$ cat src/rtl/cardinal_nic.sv
// cardinal_nic: joins one processing element to the PE port of a cardinal ring router.
// It has a one-entry eject buffer that the processor reads and a one-entry inject buffer that only sends on a matching VC polarity.
module cardinal_nic (
    input  logic        clk,
    input  logic        reset,
    input  logic [1:0]  addr,
    input  logic [63:0] d_in,
    output logic [63:0] d_out,
    input  logic        nicEn,
    input  logic        nicEnWr,
    input  logic        net_si,
    output logic        net_ri,
    input  logic [63:0] net_di,
    output logic        net_so,
    input  logic        net_ro,
    output logic [63:0] net_do,
    input  logic        net_polarity
);

    logic [63:0] in_buf;
    logic        in_full;
    logic [63:0] out_buf;
    logic        out_full;
    logic [7:0]  rx_cnt;
    logic [7:0]  tx_cnt;

    logic rd_en;
    logic wr_en;
    logic eject;
    logic inject;

    assign rd_en  = nicEn & ~nicEnWr;
    assign wr_en  = nicEn & nicEnWr;
    assign net_ri = ~in_full;
    assign net_so = out_full & (out_buf[63] == net_polarity);
    assign net_do = out_full ? out_buf : '0;
    assign eject  = net_si & net_ri;
    assign inject = net_so & net_ro;

    always_comb begin
        d_out = '0;
        if (rd_en) begin
            case (addr)
                2'b00:   d_out = in_buf;
                2'b01:   d_out = {48'b0, rx_cnt, 7'b0, in_full};
                2'b11:   d_out = {48'b0, tx_cnt, 7'b0, out_full};
                default: d_out = '0;
            endcase
        end
    end

    always_ff @(posedge clk or posedge reset) begin
        if (reset) begin
            in_buf   <= '0;
            in_full  <= 1'b0;
            out_buf  <= '0;
            out_full <= 1'b0;
            rx_cnt   <= '0;
            tx_cnt   <= '0;
        end else begin
            // An ejection and a read that drains the buffer cannot coincide, because net_ri is low while the buffer is full.
            if (eject) begin
                in_buf  <= net_di;
                in_full <= 1'b1;
                rx_cnt  <= rx_cnt + 8'd1;
            end else if (rd_en && addr == 2'b00 && in_full) begin
                in_full <= 1'b0;
            end

            // A write that lands on the draining edge still sees out_full=1, so it is dropped.
            if (inject) begin
                out_full <= 1'b0;
                tx_cnt   <= tx_cnt + 8'd1;
            end else if (wr_en && addr == 2'b10 && !out_full) begin
                out_buf  <= d_in;
                out_full <= 1'b1;
            end
        end
    end

endmodule

$ cat config.mk
export PLATFORM = sky130hd
export DESIGN_NAME = cardinal_nic
export DESIGN_NICKNAME = d
export VERILOG_FILES = /design/src/rtl/cardinal_nic.sv
export SDC_FILE = /design/constraint.sdc
export NUM_CORES = 1
export LEC_CHECK = 0
export CAP_MARGIN = 20
export CORE_UTILIZATION = 40
export CTS_CLUSTER_DIAMETER = 150
export DETAILED_ROUTE_END_ITERATION = 7
export PLACE_DENSITY = 0.75
export SLEW_MARGIN = 10
export SYNTH_ARGS = -nofsm -noshare
export SYNTH_HDL_FRONTEND = slang
export SYNTH_SLANG_ARGS = --single-unit
$ cat constraint.sdc
create_clock -name clk -period 13.3 [get_ports clk]
set_input_delay 1.995 -clock clk [delete_from_list [all_inputs] [get_ports clk]]
set_output_delay 1.995 -clock clk [all_outputs]
set_load 0.05 [all_outputs]
==> results.ini <==
[setup_path]
crit_path_start_kind=primary input
required_ps=11310
r2r_slack_ps=11380
worst_path_most_repeated_cell=clkdlybuf4s50_1
cpMaxStageDelayCell=clkdlybuf4s50_1
worstPathCellList=clkdlybuf4s50_1, nor3_2, buf_4, and2_1, clkdlybuf4s50_1
path_delay_family=buffers and inverters
max_stage_delay_ps=820
criticalPathCategory=primary input to output pin
worstPathMaxFanout=56
r2r_cells=2
path_buf_inv=3
regToRegEndpoint=out_buf[45]$_DFFE_PP0P_
cp_data_arrival_time_ps=4460
cp_num_cells=5
critPathCaptureType=output pin
regToRegStartpoint=out_full$_DFFE_PP0P_

[yosys]
synth_area_mm2=0.00663
synth-seq-area-share=0.551
synthArstFlopShare=1.00
synth.distinct_cells=31
synth-edff-count=0
synth_fp_nets=644
synth_seq_cells=146
yosys_warnings=0
synthesis.instances=505
ys.flop_type=dfrtp_1
syn-mean-instance-area_um2=13.1

[clock_network]
cts_max_level=4
path_clk_slew_ps=60
ctsResizeCount=0
numCtsBuffers=17
clock_latency_ps=420
cts_sinks=146
cts_setup_buffers=0
cts_max_path_buffers=2
cts.hold.buffers_added=0
root_buffer=clkbuf_16
cts_tree=yes

[grt]
grt_pass1_vias=4912
antenna_found_initial=1
overflow=0
grt_pass1_wl_um=25000
grt_max_degree=75
grt_usage=0.192

[detailed_routing]
vias=4684
routedWlPerCell_um=16.2
drtAntennaViolNets=0
post_drt_via_cell_ratio=4.72
wl_um=16100
dr.pass1.iters=4
detail_route.iter0.violations=127
drc=0

[floorplanning]
fp.dieH_um=131
pin_count=267
die_area_mm2=0.0171
start_util=0.413
die_w_um=131
core_area_mm2=0.0161
std_cell_rows=46

[timing]
relSlewSlack=0.290
hold_violations=0
fin_skew_ps=8.14
fin_crit_ps=6450
setup_viol=0
layout_setup_ws_ps=6850
drv_slew=0
worst_pin_slew_ps=1060
setup_tns_ps=0
rsz0062_at_grt=false
period_share=0.485
fmax_ghz=0.155

[place]
gp_congestion=0.818
numPortBuffers=266
dp_slack_ps=6830
place_hpwl_um=11500

[min_path]
hp-start=rx_cnt[7]$_DFFE_PP0P_
worstHoldEndpoint=rx_cnt[7]$_DFFE_PP0P_
hp-class=flop to flop
hold_depth=1

[power]
p_leak_uw=0.00419
power.density_mw_per_mm2=222
peakVddDrop_mv=0.139

[final_layout]
drive_gt1_frac=0.197
fin_util=0.629
fin_nets=902
area_delta_synth_final_pct=52.2

[flow_run]
maxCapViolCount=0

[status]
status=finished, final reports clean

flip-flops by register name, summed over array words and instances (netlist names):
signal,cells
in_buf,64
in_full,1
out_buf,64
out_full,1
rx_cnt,8
tx_cnt,8
cell type report:
cell class / instances / area (um^2)
inverters: 4 / 20.0
diodes: 1 / 2.50
multi-input cells: 324 / 2790
fillers: 1201 / 5960
clock inverters: 14 / 226
repair buffers: 270 / 2690
clock buffers: 18 / 439
flip-flops and latches: 146 / 3650
well taps: 216 / 270
power breakdown:
group / internal [uW] / leakage (uW) / switching (uW)
Clock: 341 / 0.000323 / 192
Combinational: 415 / 0.00212 / 513
Sequential: 659 / 0.00175 / 117
Yosys cell counts, types with 2 or more instances:
master | instances | share of area
mux2_2 | 110 | 0.19
nand4_1 | 5 | 0.0047
a2bb2oi_1 | 7 | 0.0092
buf_2 | 10 | 0.0075
nor2_1 | 7 | 0.0040
clkbuf_1 | 8 | 0.0045
nand3_1 | 3 | 0.0023
a21oi_1 | 3 | 0.0023
buf_6 | 6 | 0.010
and2_1 | 121 | 0.11
or2_2 | 2 | 0.0019
inv_1 | 4 | 0.0023
ha_1 | 2 | 0.0038
and3_1 | 5 | 0.0047
mux2_1 | 20 | 0.034
xor2_1 | 3 | 0.0040
and4_1 | 3 | 0.0040
xnor2_1 | 12 | 0.016
nand2_1 | 5 | 0.0028
dfrtp_1 | 146 | 0.55
clkbuf_2 | 5 | 0.0038
mux2i_1 | 9 | 0.014
how the worst max path moves through the flow:
stage,to,from,slack [ps]
6_report,d_out[38],addr[0],6850
5_1_grt,d_out[24],addr[0],6670
4_1_cts,d_out[4],addr[0],6820
3_3_place_gp,d_out[24],addr[0],6860
3_5_place_dp,d_out[24],addr[0],6830
2_1_floorplan,in_buf[0]$_DFFE_PP0P_,reset,7380
per-layer routing:
metal,global-route usage,wire [um],vias up
li1,-,-,2226
met1,0.222,6610,2228
met2,0.310,7260,212
met3,0.0855,1910,18
met4,0.0811,331,0
met5,0,0,-
logic make-up after synthesis:
logic type	Yosys count	synth area share
flops	146	0.551
buf+inv	35	0.0300
mux	139	0.234
compound gates	12	0.0138
simple gates	156	0.148
fa+ha+maj	2	0.00377
xor+xnor	15	0.0198
metrics by stage:
| stage | hold slack (ps) | cells | power (uW) | area (um^2) |
|---|---|---|---|---|
| 2_1_floorplan | 445 | 505 | 1420 | 6630 |
| 3_3_place_gp | 460 | 960 | 1690 | 9430 |
| 3_5_place_dp | 466 | 960 | 1720 | 9430 |
| 4_1_cts | 477 | 992 | 2260 | 10100 |
| 5_1_grt | 500 | 993 | 2360 | 10100 |
| 6_report | 475 | 993 | 2240 | 10100 |
layout by cell type (no fill, tap or decap), types with 3 or more instances in the layout:
master           count
nor2_1               7
nand3_1              3
mux2_2             110
inv_1                3
inv_6                3
xnor2_1             12
buf_4                4
and2_1             121
mux2i_1              9
clkbuf_16           17
xor2_1               3
dfrtp_1            146
bufinv_16            5
nand4_1              5
clkinv_4             4
nand2_1              5
mux2_1              20
a2bb2oi_1            7
and4_1               3
clkdlybuf4s50_1    266
a21oi_1              3
and3_1               5
worst reg2reg max path: stages, from the launching register on:
cell     delay [ps]
dfrtp_1         480
nor2_8          830
mux2_2          500
(Power assumes the default switching activity.)
